==> config.mk <==
export PLATFORM = sky130hd
export DESIGN_NAME = plru_tracker_flat
export DESIGN_NICKNAME = d
export VERILOG_FILES = /design/src/rtl/plru_tracker_pkg.sv /design/src/rtl/plru_tracker_if.sv /design/src/rtl/plru_path_update.sv /design/src/rtl/plru_tracker.sv /design/src/flat_wrapper.sv
export SDC_FILE = /design/constraint.sdc
export NUM_CORES = 1
export LEC_CHECK = 0
export CAP_MARGIN = 5
export CORE_UTILIZATION = 45
export CTS_BUF_LIST = sky130_fd_sc_hd__clkbuf_8
export DETAILED_ROUTE_END_ITERATION = 7
export PLACE_DENSITY = 0.64
export SLEW_MARGIN = 20
export SYNTH_ARGS = -nofsm -noshare
export SYNTH_HDL_FRONTEND = slang
export SYNTH_HIERARCHICAL = 1
export SYNTH_SLANG_ARGS = --single-unit
==> constraint.sdc <==
create_clock -name clk -period 3.9 [get_ports clk]
set_input_delay 0.78 -clock clk [delete_from_list [all_inputs] [get_ports clk]]
set_output_delay 0.78 -clock clk [all_outputs]
set_load 0.005 [all_outputs]
==> src/rtl/plru_tracker_pkg.sv <==
// plru_tracker_pkg
// Shared constants and types for the per-set tree pseudo-LRU tracker.
//   PLRU_ASSOC / PLRU_SETS : default ways per set / number of sets
//   plru_t                 : PLRU bit vector of one set (ASSOC-1 tree nodes)
//   plru_state_t           : tracker FSM state encoding
package plru_tracker_pkg;

  localparam int PLRU_ASSOC = 8;
  localparam int PLRU_SETS  = 16;

  typedef logic [PLRU_ASSOC-2:0] plru_t;

  typedef enum logic [1:0] {
    IDLE   = 2'd0,
    UPDATE = 2'd1,
    CLEAR  = 2'd2
  } plru_state_t;

endpackage

==> src/rtl/plru_tracker_if.sv <==
// plru_tracker_if
// Access / clear / lookup bundle between the tag-hit logic (master) and the
// PLRU tracker (slave).
//   acc_valid, acc_set, acc_way : access request (hit or fill)
//   acc_ready                   : tracker can accept an access this cycle
//   clr_req                     : start a full clear of all sets
//   busy                        : update or clear in progress
//   lk_set                      : set looked up for eviction
//   lru_bits                    : registered PLRU bits of lk_set
interface plru_tracker_if #(
  parameter int ASSOC = plru_tracker_pkg::PLRU_ASSOC,
  parameter int SETS  = plru_tracker_pkg::PLRU_SETS
);

  localparam int WAY_W = $clog2(ASSOC);
  localparam int SET_W = $clog2(SETS);

  logic             acc_valid;
  logic             acc_ready;
  logic [SET_W-1:0] acc_set;
  logic [WAY_W-1:0] acc_way;
  logic             clr_req;
  logic             busy;
  logic [SET_W-1:0] lk_set;
  logic [ASSOC-2:0] lru_bits;

  modport master (
    output acc_valid, acc_set, acc_way, clr_req, lk_set,
    input  acc_ready, busy, lru_bits
  );

  modport slave (
    input  acc_valid, acc_set, acc_way, clr_req, lk_set,
    output acc_ready, busy, lru_bits
  );

endinterface

==> src/rtl/plru_path_update.sv <==
// plru_path_update
// Combinational tree-PLRU touch: every node on the root-to-leaf path of
// `way` is set to the corresponding way bit, so it points away from the
// touched way. Nodes off the path keep their old value.
//   old_bits : current PLRU bits of the set
//   way      : touched way
//   new_bits : updated PLRU bits
module plru_path_update #(
  parameter int ASSOC = 8
) (
  input  logic [ASSOC-2:0]         old_bits,
  input  logic [$clog2(ASSOC)-1:0] way,
  output logic [ASSOC-2:0]         new_bits
);

  localparam int WAY_W = $clog2(ASSOC);

  // Level i's path node sits at (2^i - 1) + (way's top i bits); comparing
  // against every node keeps all bit selects constant.
  always_comb begin
    new_bits = old_bits;
    for (int i = 0; i < WAY_W; i++) begin
      for (int n = 0; n < ASSOC - 1; n++) begin
        if (n == ((1 << i) - 1 + (int'(way) >> (WAY_W - i)))) begin
          new_bits[n] = way[WAY_W-1-i];
        end
      end
    end
  end

endmodule

==> src/rtl/plru_tracker.sv <==
// plru_tracker
// Per-set tree pseudo-LRU state store. Each accepted access rewrites the
// PLRU row of its set one cycle later (read-modify-write); clr_req zeroes
// every row, one per cycle. The row of lk_set is registered onto lru_bits
// every cycle, independent of the FSM.
//
// Optional feature macro PLRU_BYPASS_EN: when defined, a row written at an
// edge that matches lk_set is forwarded straight into lru_bits at that same
// edge. Undefined, lru_bits returns the pre-write contents.
//
// Ports:
//   clk   : clock, rising edge
//   rst_n : asynchronous active-low reset
//   bus   : plru_tracker_if slave modport (access, clear, lookup)
//
// state  | meaning
// IDLE   | ready for an access or a clear request
// UPDATE | writing the touched path into the latched set's row
// CLEAR  | zeroing row clr_cnt, one row per cycle
module plru_tracker
  import plru_tracker_pkg::*;
#(
  parameter int ASSOC = PLRU_ASSOC,
  parameter int SETS  = PLRU_SETS
) (
  input logic           clk,
  input logic           rst_n,
  plru_tracker_if.slave bus
);

  localparam int WAY_W = $clog2(ASSOC);
  localparam int SET_W = $clog2(SETS);

  plru_state_t      state;
  logic [SET_W-1:0] upd_set;
  logic [WAY_W-1:0] upd_way;
  logic [SET_W-1:0] clr_cnt;
  logic             ready_q;
  logic             busy_q;

  logic [ASSOC-2:0] rows [SETS];
  logic [ASSOC-2:0] upd_bits;
  logic [ASSOC-2:0] lru_q;

  logic             wr_en;
  logic [SET_W-1:0] wr_set;
  logic [ASSOC-2:0] wr_data;

  plru_path_update #(.ASSOC(ASSOC)) u_path_update (
    .old_bits (rows[upd_set]),
    .way      (upd_way),
    .new_bits (upd_bits)
  );

  always_comb begin
    wr_en   = (state == UPDATE) || (state == CLEAR);
    wr_set  = (state == UPDATE) ? upd_set : clr_cnt;
    wr_data = (state == UPDATE) ? upd_bits : '0;
  end

  // acc_ready / busy are registered alongside the state so they reflect the
  // state of the current cycle with no decode after the flops.
  always_ff @(posedge clk or negedge rst_n) begin
    if (!rst_n) begin
      state   <= IDLE;
      upd_set <= '0;
      upd_way <= '0;
      clr_cnt <= '0;
      ready_q <= 1'b1;
      busy_q  <= 1'b0;
    end else begin
      case (state)
        IDLE: begin
          if (bus.clr_req) begin
            state   <= CLEAR;
            clr_cnt <= '0;
            ready_q <= 1'b0;
            busy_q  <= 1'b1;
          end else if (bus.acc_valid) begin
            state   <= UPDATE;
            upd_set <= bus.acc_set;
            upd_way <= bus.acc_way;
            ready_q <= 1'b0;
            busy_q  <= 1'b1;
          end
        end
        UPDATE: begin
          state   <= IDLE;
          ready_q <= 1'b1;
          busy_q  <= 1'b0;
        end
        CLEAR: begin
          if (clr_cnt == SET_W'(SETS - 1)) begin
            state   <= IDLE;
            clr_cnt <= '0;
            ready_q <= 1'b1;
            busy_q  <= 1'b0;
          end else begin
            clr_cnt <= clr_cnt + 1'b1;
          end
        end
        default: begin
          state   <= IDLE;
          ready_q <= 1'b1;
          busy_q  <= 1'b0;
        end
      endcase
    end
  end

  always_ff @(posedge clk or negedge rst_n) begin
    if (!rst_n) begin
      for (int s = 0; s < SETS; s++) begin
        rows[s] <= '0;
      end
    end else if (wr_en) begin
      rows[wr_set] <= wr_data;
    end
  end

  always_ff @(posedge clk or negedge rst_n) begin
    if (!rst_n) begin
      lru_q <= '0;
    end else begin
`ifdef PLRU_BYPASS_EN
      if (wr_en && (wr_set == bus.lk_set)) begin
        lru_q <= wr_data;
      end else begin
        lru_q <= rows[bus.lk_set];
      end
`else
      lru_q <= rows[bus.lk_set];
`endif
    end
  end

  assign bus.acc_ready = ready_q;
  assign bus.busy      = busy_q;
  assign bus.lru_bits  = lru_q;

endmodule
==> src/flat_wrapper.sv <==
// flat-port wrapper written by rule: the top's interface ports become plain ports
module plru_tracker_flat import plru_tracker_pkg::*;
#(
  parameter int ASSOC = PLRU_ASSOC,
  parameter int SETS  = PLRU_SETS
)
  (clk, rst_n, bus_acc_valid, bus_acc_set, bus_acc_way, bus_clr_req, bus_lk_set, bus_acc_ready, bus_busy, bus_lru_bits);
  plru_tracker_if #(.ASSOC(ASSOC), .SETS(SETS)) bus_i ();
  input logic clk;
  input logic rst_n;
  input wire logic [$bits(bus_i.acc_valid)-1:0] bus_acc_valid;
  input wire logic [$bits(bus_i.acc_set)-1:0] bus_acc_set;
  input wire logic [$bits(bus_i.acc_way)-1:0] bus_acc_way;
  input wire logic [$bits(bus_i.clr_req)-1:0] bus_clr_req;
  input wire logic [$bits(bus_i.lk_set)-1:0] bus_lk_set;
  output wire logic [$bits(bus_i.acc_ready)-1:0] bus_acc_ready;
  output wire logic [$bits(bus_i.busy)-1:0] bus_busy;
  output wire logic [$bits(bus_i.lru_bits)-1:0] bus_lru_bits;
  assign bus_i.acc_valid = bus_acc_valid;
  assign bus_i.acc_set = bus_acc_set;
  assign bus_i.acc_way = bus_acc_way;
  assign bus_i.clr_req = bus_clr_req;
  assign bus_i.lk_set = bus_lk_set;
  assign bus_acc_ready = bus_i.acc_ready;
  assign bus_busy = bus_i.busy;
  assign bus_lru_bits = bus_i.lru_bits;
  plru_tracker #(.ASSOC(ASSOC), .SETS(SETS)) u_core (.clk(clk), .rst_n(rst_n), .bus(bus_i));
endmodule
==> flow_summary_export.csv, run 1 <==
group,metric,value,unit
floorplan,dieArea,0.01612,mm²
clock_network,cts_tree,"built",
placement,dp_cells,674,
route,drt-total-wl,17.30,mm
clock_network,cts_root_buffer,"clkbuf_8",
power,p_per_area,599.8,mW/mm²
outcome,status,"completed",
placement,dp_slack,0.8965,ns
clock_network,clock_sink_count,134,
finish,fillers,1309,
sta,grt_setup_unrepaired,"false",
synth,syn-num-nets,513,
clock_network,insertion_delay,0.46,ns
route,drc_errors,0,
finish,diodes,0,
grt,grt_overflow,0,
setup_path,crit_fanout,22,
sta,max-slew-margin-rel,31.81,%
floorplan,die_x,127.0,µm
grt,grt_pass1_wl,27.21,mm
sta,max_freq,335.4,MHz
finish,layout-drive-gt1-share,45.07,%
synth,yosys_warnings,6,
route,wl_per_cell,24.53,µm
clock_network,cts_buffer_depth,2,
clock_network,cts_made_buffers,17,
sta,timing.hold.ws,0.3445,ns
setup_path,arrival,3.31,ns
clock_network,clk_pin_slew,0.08,ns
grt,grt_max_degree,77,
sta,fin_crit,2.982,ns
route,route.antenna.remaining_nets,0,
placement,port_buffers,23,
route,vias_per_cell,6.210,
run,maxCapViolations,0,
synth,avgSynthCellArea,14.23,µm²
power,leakage,3.619,nW
floorplan,num_rows,45,
sta,tightest_slew,1.021,ns
floorplan,initial_utilization,46.24,%
sta,fin_skew,0.01185,ns
finish,final_util,51.33,%
sta,fin_ws,0.9182,ns
finish,finalNetCount,524,
route,drt_iter0_drc,470,
clock_network,postCtsSetupRepairBufs,0,
grt,grt_antenna_before_repair,0,
setup_path,crit_type,"flop to flop",
clock_network,hold_buffers,0,
route,vias,4378,
floorplan,core,0.01520,mm²
finish,syn2layout_area_growth,11.02,%
sta,setup_viol,0,
route,firstDrtPassIters,4,
setup_path,critPathRequiredTime,4.23,ns
sta,post-route-period-util,76.46,%
clock_network,cts_resized,0,
floorplan,ios,24,
setup_path,cp-start-kind,"flop",
power,peakVddDrop,0.2541,mV
finish,post-route-cell-area,0.007804,mm²
hold_path,worst_hold_path_type,"input pin to async pin",
setup_path,end_kind,"flop",
synth,syn_area,0.007029,mm²
sta,final.setup.tns,0,ns
placement,dpl.hpwl,11.13,mm
placement,postPlaceCellArea,0.007396,mm²
grt,grt_pass1_vias,4516,
power,power,4.680,mW
floorplan,die_height,127.0,µm
grt,grt_usage,23.44,%
placement,gp_congestion,0.8407,
sta,final-max-slew-violation-count,0,
clock_network,cts_htree_levels,4,
sta,hold_violations,0,
synth,syn-instance-count,494,
finish,layout.cells.non_filler,705,
[cell usage in the layout (no fill, tap or decap), drive strengths merged]
| master | n |
|---|---|
| clkbuf | 20 |
| bufinv | 3 |
| clkinv | 4 |
| clkinvlp | 2 |
| a211oi | 3 |
| ha | 4 |
| a21boi | 3 |
| mux2i | 1 |
| o21ai | 8 |
| a22oi | 18 |
| nand3b | 3 |
| nor2 | 7 |
| a21oi | 3 |
| or3b | 3 |
| a221o | 3 |
| inv | 8 |
| a21o | 2 |
| dfrtp | 133 |
| o22ai | 3 |
| clkdlybuf4s50 | 21 |
| mux4 | 49 |
| nand2b | 3 |
| nor3b | 4 |
| dfstp | 1 |
| a22o | 1 |
| nor3 | 3 |
| o31ai | 2 |
| and2 | 8 |
| nor2b | 9 |
| a32o | 3 |
| nand3 | 12 |
| buf | 9 |
| mux2 | 126 |
| o21a | 1 |
| and3 | 1 |
| nand2 | 33 |
[sequential cells by signal, indices dropped and copies added, names as in the netlist]
register and count:
u_core/bus.acc_ready 1, u_core/upd_set 4, u_core/bus.lru_bits 7, u_core/upd_way 3, u_core/clr_cnt 4, u_core/rows 112
u_core/state 2, u_core/bus.busy 1
[worst max-delay path, cell delays in order (launching register included)]
cell	delay (ns)
dfrtp_1	0.99
mux4_2	0.61
a221o_1	0.33
mux2_2	0.26
and2_1	0.32
mux2_1	0.35
[metal layers]
metal  vias up  routed length (µm)  track usage (%)
met3        35                 872            5.235
met2       125                8041            34.94
met5         -                   0                0
met1      2318                7810            32.92
li1       1900                   -                -
met4         0                 571            10.71
[final cells by class]
type	instances	area, µm²	area share, %
Multi-Input combinational cell	316	3480	44.59
Sequential cell	134	3354	42.99
Timing Repair Buffer	30	304.0	3.896
Clock buffer	20	275.3	3.527
Tap cell	188	235.2	3.014
Clock inverter	11	132.6	1.700
Inverter	6	22.52	0.2886
[report_power, final]
group	switching, mW	leakage [nW]	internal (mW)
Sequential	0.318	1.84	1.65
Clock	0.547	0.213	0.670
Combinational	0.741	1.56	0.754
Total	1.61	3.62	3.07
[final timing paths]
| kind | startpoint | slack (ns) | to | cells past startpoint |
|---|---|---|---|---|
| worst max-delay path | u_core/upd_set[0]$_DFFE_PN0P_ | 0.92 | u_core/rows[12]$_DFFE_PN0P_ | 5 |
| worst min-delay path | rst_n | 0.34 | u_core/rows[98]$_DFFE_PN0P_ | 1 |
| worst max register to register | u_core/upd_set[0]$_DFFE_PN0P_ | 0.92 | u_core/rows[12]$_DFFE_PN0P_ | 5 |
| worst min register to register | u_core/rows[91]$_DFFE_PN0P_ | 0.50 | u_core/rows[91]$_DFFE_PN0P_ | 1 |
| max in group asynchronous | rst_n | 2.79 | u_core/rows[30]$_DFFE_PN0P_ | 2 |
| min in group clk | u_core/rows[91]$_DFFE_PN0P_ | 0.50 | u_core/rows[91]$_DFFE_PN0P_ | 1 |
(Power assumes the default switching activity.)
==> run 2, diff against run 1 <==
==> constraint.sdc (replaced) <==
create_clock -name clk -period 2.9 [get_ports clk]
set_input_delay 0.58 -clock clk [delete_from_list [all_inputs] [get_ports clk]]
set_output_delay 0.58 -clock clk [all_outputs]
set_load 0.005 [all_outputs]
==> run 2 against run 1 <==
Cell count up 1.3%; worst hold slack worse by 0.28 ns; global-route usage up 0.14 points; critical endpoint is now u_core/rows[74]$_DFFE_PN0P_; largest power group unchanged; fmax up 8.4%; largest cell class unchanged; highest routed layer unchanged; total power up 31%; critical path type unchanged; clock skew down 0.00078 ns; combinational power up 40%.
==> flow_summary_export.csv, run 2 (synthesis results as in run 1) <==
group,metric,value,unit
outcome,status,"completed",
finish,layout.cells.non_filler,714,
floorplan,num_rows,45,
finish,layout-drive-gt1-share,45.82,%
hold_path,worst_hold_path_type,"input pin to async pin",
setup_path,cp-start-kind,"flop",
placement,dp_slack,0.1864,ns
placement,postPlaceCellArea,0.007488,mm²
placement,dp_cells,683,
power,leakage,3.646,nW
power,peakVddDrop,0.3747,mV
floorplan,ios,24,
route,firstDrtPassIters,5,
finish,largest_reg_flops,112,
grt,grt_pass1_vias,4538,
placement,gp_congestion,0.8552,
clock_network,clk_pin_slew,0.07,ns
power,combPwrFrac,34.2,%
clock_network,cts_tree,"built",
power,p_sw,2.137,mW
setup_path,crit_fanout,24,
finish,largest-register,"u_core/rows",
clock_network,cts_root_buffer,"clkbuf_8",
sta,hold_violations,0,
clock_network,postCtsSetupRepairBufs,0,
power,power,6.138,mW
floorplan,initial_utilization,46.24,%
setup_path,regToRegStartpoint,"u_core/upd_set[1]$_DFFE_PN0P_",
route,wl_per_cell,24.39,µm
floorplan,dieArea,0.01612,mm²
clock_network,hold_buffers,0,
setup_path,timing.rr.end,"u_core/rows[74]$_DFFE_PN0P_",
clock_network,insertion_delay,0.46,ns
clock_network,cts_resized,0,
sta,tightest_slew,0.8497,ns
setup_path,slowest_delay,0.54,ns
floorplan,core,0.01520,mm²
setup_path,end_kind,"flop",
finish,syn2layout_area_growth,11.68,%
sta,final-max-slew-violation-count,0,
route,drt-total-wl,17.42,mm
sta,timing.hold.ws,0.06831,ns
setup_path,arrival,3.09,ns
clock_network,clock_sink_count,134,
setup_path,critPathRequiredTime,3.24,ns
sta,fin_crit,2.750,ns
sta,grt_setup_unrepaired,"false",
sta,post-route-period-util,94.83,%
setup_path,ff2ff_path_depth,8,
run,maxCapViolations,0,
finish,finalNetCount,533,
clock_network,cts_made_buffers,17,
power,switching_share,34.82,%
grt,grt_max_degree,59,
finish,final_util,51.64,%
route,drc_errors,0,
grt,grt_usage,23.58,%
grt,grt_antenna_before_repair,0,
setup_path,cp_cell_sequence,"buf_12, mux2_2, o22ai_1, nor3b_1, a221o_1, mux2_2, and2_1, mux2_1",
route,drt_iter0_drc,401,
finish,layout_commonest_cell,"dfrtp_1",
power,clkPwrFrac,23.4,%
sta,max_freq,363.6,MHz
sta,setup_viol,0,
finish,diodes,0,
sta,max-slew-margin-rel,43.36,%
setup_path,cp_common_cell,"mux2_2",
route,route.antenna.remaining_nets,0,
clock_network,cts_buffer_depth,2,
finish,fillers,1297,
setup_path,crit_type,"flop to flop",
route,vias_per_cell,6.101,
power,p_per_area,781.9,mW/mm²
floorplan,die_height,127.0,µm
clock_network,cts_htree_levels,4,
finish,layout_common_cells,"dfrtp_1 (133), mux2_2 (123), mux4_2 (49)",
placement,port_buffers,23,
grt,grt_overflow,0,
sta,fin_ws,0.1499,ns
setup_path,ff2ff_setup_slack,0.15,ns
power,seq_power_share,42.4,%
power,power.internal,4.001,mW
sta,final.setup.tns,0,ns
grt,grt_pass1_wl,27.57,mm
placement,dpl.hpwl,11.56,mm
finish,post-route-cell-area,0.007850,mm²
floorplan,die_x,127.0,µm
route,vias,4356,
setup_path,slowest_stage,"dfrtp_1",
sta,fin_skew,0.01107,ns
==> run 2: cell count changes in the layout (fill, tap and decap cells not counted) <==
cell / delta
inv_1: +1
clkinv_2: -1
buf_4: +7
bufinv_16: -2
clkinvlp_4: +2
buf_12: +2
==> run 2: area by class of cell <==
cell class | instances | area (µm²) | share of cell area (%)
Sequential cell | 134 | 3354 | 42.73
Multi-Input combinational cell | 316 | 3480 | 44.33
Timing Repair Buffer | 39 | 396.6 | 5.053
Inverter | 6 | 22.52 | 0.2869
Clock inverter | 11 | 86.33 | 1.100
Clock buffer | 20 | 275.3 | 3.507
Tap cell | 188 | 235.2 | 2.996
==> run 2: worst max-delay path by stage <==
stage                     cells after the start  slack (ns)                     endpoint                           from
after global placement                        5        0.22  u_core/rows[74]$_DFFE_PN0P_  u_core/upd_set[0]$_DFFE_PN0P_
final                                         8        0.15  u_core/rows[74]$_DFFE_PN0P_  u_core/upd_set[1]$_DFFE_PN0P_
after detailed placement                      8        0.19  u_core/rows[74]$_DFFE_PN0P_  u_core/upd_set[1]$_DFFE_PN0P_
after CTS                                     8        0.16  u_core/rows[74]$_DFFE_PN0P_  u_core/upd_set[1]$_DFFE_PN0P_
after global routing                          7        0.04   u_core/rows[6]$_DFFE_PN0P_  u_core/upd_set[1]$_DFFE_PN0P_
after floorplan                              11        0.17  u_core/rows[31]$_DFFE_PN0P_  u_core/upd_set[1]$_DFFE_PN0P_
==> run 2: critical path, delay by kind of cell, from the launching register on <==
kind | cells | cell delay, ns
flip-flops | 1 | 0.54
multiplexers | 3 | 0.99
buffers and inverters | 1 | 0.25
AO/OA/AOI/OAI | 2 | 0.45
AND/OR/NAND/NOR | 2 | 0.39
==> run 2: metal layers <==
metal | share of wire [%] | track usage, % | up-vias
met5 | 0 | 0 | -
met4 | 1.9 | 7.843 | 0
met3 | 6.7 | 6.281 | 22
met2 | 48 | 36.52 | 135
met1 | 44 | 32.41 | 2281
li1 | - | - | 1918
==> run 2: power groups by stage <==
stage	sequential (mW)	clock, mW	combinational [mW]
after floorplan	2.43	0	1.64
after global placement	2.61	0	2.06
after CTS	2.60	1.47	2.10
after detailed placement	2.63	0	2.09
final	2.60	1.43	2.10
after global routing	2.66	1.54	2.25
==> run 3, diff against run 2 <==
--- a/config.mk
+++ b/config.mk
@@ -6,10 +6,10 @@
 export NUM_CORES = 1
 export LEC_CHECK = 0
 export CAP_MARGIN = 5
-export CORE_UTILIZATION = 45
-export CTS_BUF_LIST = sky130_fd_sc_hd__clkbuf_8
+export CORE_UTILIZATION = 40
+export CTS_BUF_LIST = sky130_fd_sc_hd__clkbuf_16
 export DETAILED_ROUTE_END_ITERATION = 7
-export PLACE_DENSITY = 0.64
+export PLACE_DENSITY = 0.58
 export SLEW_MARGIN = 20
 export SYNTH_ARGS = -nofsm -noshare
 export SYNTH_HDL_FRONTEND = slang
==> run 3 against run 2 <==
The run now ends with design-rule violations left; clock-buffer cell count fell by 3; sequential power about the same; fmax increased by 1.7%; global-route usage shrank 2.6 points; critical path depth down 1; clock skew is essentially flat; die area is 12% higher; cell count is 5.3% higher; combinational power increased by 2%; largest cell class unchanged.
==> flow_summary_export.csv, run 3 (synthesis results as in run 1) <==
group,metric,value,unit
grt,grt_usage,20.97,%
grt,grt_overflow,0,
route,drc_errors,1,
sta,max-slew-margin-rel,60.17,%
sta,timing.hold.ws,0.09999,ns
floorplan,die_x,134.6,µm
hold_path,worst_hold_path_type,"input pin to async pin",
setup_path,arrival,3.01,ns
setup_path,critPathRequiredTime,3.21,ns
setup_path,cp-start-kind,"flop",
finish,layout-drive-gt1-share,45.92,%
finish,layout_common_cells,"dfrtp_1 (132), mux2_2 (123), mux4_2 (49)",
sta,tightest_slew,0.5975,ns
sta,max_freq,369.7,MHz
floorplan,core,0.01724,mm²
clock_network,insertion_delay,0.42,ns
power,clkPwrFrac,33.8,%
route,vias_per_cell,5.810,
clock_network,clock_sink_count,134,
placement,dpl.hpwl,11.53,mm
sta,setup_viol,0,
clock_network,cts_tree,"built",
sta,post-route-period-util,93.28,%
clock_network,cts_root_buffer,"clkbuf_16",
route,wl_per_cell,23.59,µm
floorplan,initial_utilization,40.78,%
sta,fin_crit,2.705,ns
power,power.internal,4.885,mW
power,leakage,3.765,nW
route,firstDrtPassIters,7,
placement,gp_congestion,0.8017,
outcome,violations,"design-rule violations",
placement,dp_cells,720,
placement,port_buffers,23,
run,maxCapViolations,0,
floorplan,die_height,134.6,µm
clock_network,clk_pin_slew,0.06,ns
floorplan,dieArea,0.01811,mm²
finish,layout.cells.non_filler,752,
setup_path,crit_type,"flop to flop",
power,p_per_area,873.9,mW/mm²
power,seq_power_share,36.4,%
route,drt-total-wl,17.74,mm
clock_network,cts_made_buffers,17,
outcome,status,"finished with violations",
power,power,7.162,mW
setup_path,crit_start,"u_core/upd_set[2]$_DFFE_PN0P_",
setup_path,end_kind,"flop",
setup_path,ff2ff_setup_slack,0.19,ns
grt,grt_pass1_wl,27.33,mm
finish,largest_reg_flops,112,
sta,final.setup.tns,0,ns
finish,layout_commonest_cell,"dfrtp_1",
grt,grt_antenna_before_repair,0,
clock_network,cts_htree_levels,4,
sta,hold_violations,0,
clock_network,cts_resized,0,
route,vias,4369,
finish,largest-register,"u_core/rows",
grt,grt_pass1_vias,4516,
finish,syn2layout_area_growth,16.59,%
power,peakVddDrop,0.4080,mV
power,switching_share,31.79,%
clock_network,cts_buffer_depth,2,
route,route.antenna.remaining_nets,0,
power,p_sw,2.277,mW
sta,grt_setup_unrepaired,"false",
floorplan,ios,24,
route,drt_iter0_drc,256,
finish,finalNetCount,533,
floorplan,num_rows,48,
finish,fillers,1497,
sta,final-max-slew-violation-count,0,
sta,fin_skew,0.01069,ns
setup_path,regToRegStartpoint,"u_core/upd_set[2]$_DFFE_PN0P_",
clock_network,hold_buffers,0,
setup_path,crit_fanout,16,
finish,diodes,0,
grt,grt_max_degree,57,
power,combPwrFrac,29.9,%
clock_network,postCtsSetupRepairBufs,0,
run 3: cell types whose count changed in the layout (fill, tap and decap cells not counted), moves of 3 or more:
cell / before / now
clkbuf_8: 20 / 0
clkbuf_16: 0 / 17
bufinv_16: 1 / 6
clkinv_1: 0 / 4
clkinv_2: 3 / 0
inv_1: 9 / 6
run 3: metal layers:
layer	vias to the layer above	track usage, %	part of all wire (%)
met1	2310	28.02	44
met5	-	0	0
met4	0	9.301	2.6
met2	111	33.19	48
met3	32	4.279	5.1
li1	1916	-	-
run 3: final cells by class:
cell class              count  area (µm²)  area share [%]
clock inverters            15       234.0           2.855
flip-flops and latches    134        3356           40.95
clock buffers              17       425.4           5.191
repair buffers             39       396.6           4.840
multi-input cells         316        3480           42.46
inverters                   6       22.52          0.2748
well taps                 225       281.5           3.435
run 3: power by group through the flow:
stage / sequential, mW / combinational [mW] / clock [mW]
after detailed placement: 2.63 / 2.13 / 0
final: 2.60 / 2.14 / 2.42
after floorplan: 2.43 / 1.64 / 0
after CTS: 2.60 / 2.15 / 2.46
after global placement: 2.61 / 2.10 / 0
after global routing: 2.66 / 2.28 / 2.55
run 3: critical path: stages, from the launching register on:
cell and delay, ns:
dfrtp_1 0.67, buf_4 0.33, mux4_2 0.34, a22oi_1 0.20
nand3_1 0.11, mux2_4 0.26, and2_1 0.33, mux2_2 0.35
run 3: worst paths after layout:
check / end / cells after the start
min: u_core/rows[91]$_DFFE_PN0P_ / 1
max in group asynchronous: u_core/rows[78]$_DFFE_PN0P_ / 2
min reg2reg: u_core/rows[35]$_DFFE_PN0P_ / 1
max reg2reg: u_core/rows[76]$_DFFE_PN0P_ / 7
max: u_core/rows[76]$_DFFE_PN0P_ / 7
min in group clk: u_core/rows[35]$_DFFE_PN0P_ / 1
run 3: per-stage QoR:
stage / worst slack [ns] / cell area [µm²] / utilization, %
floorplan: 0.1673 / 7029 / -
global placement: 0.2241 / 7535 / 43.71
detailed placement: 0.1769 / 7535 / 43.71
CTS: 0.1567 / 8194 / 47.54
global route: 0.06982 / 8195 / 47.55
finish: 0.1948 / 8195 / 47.55
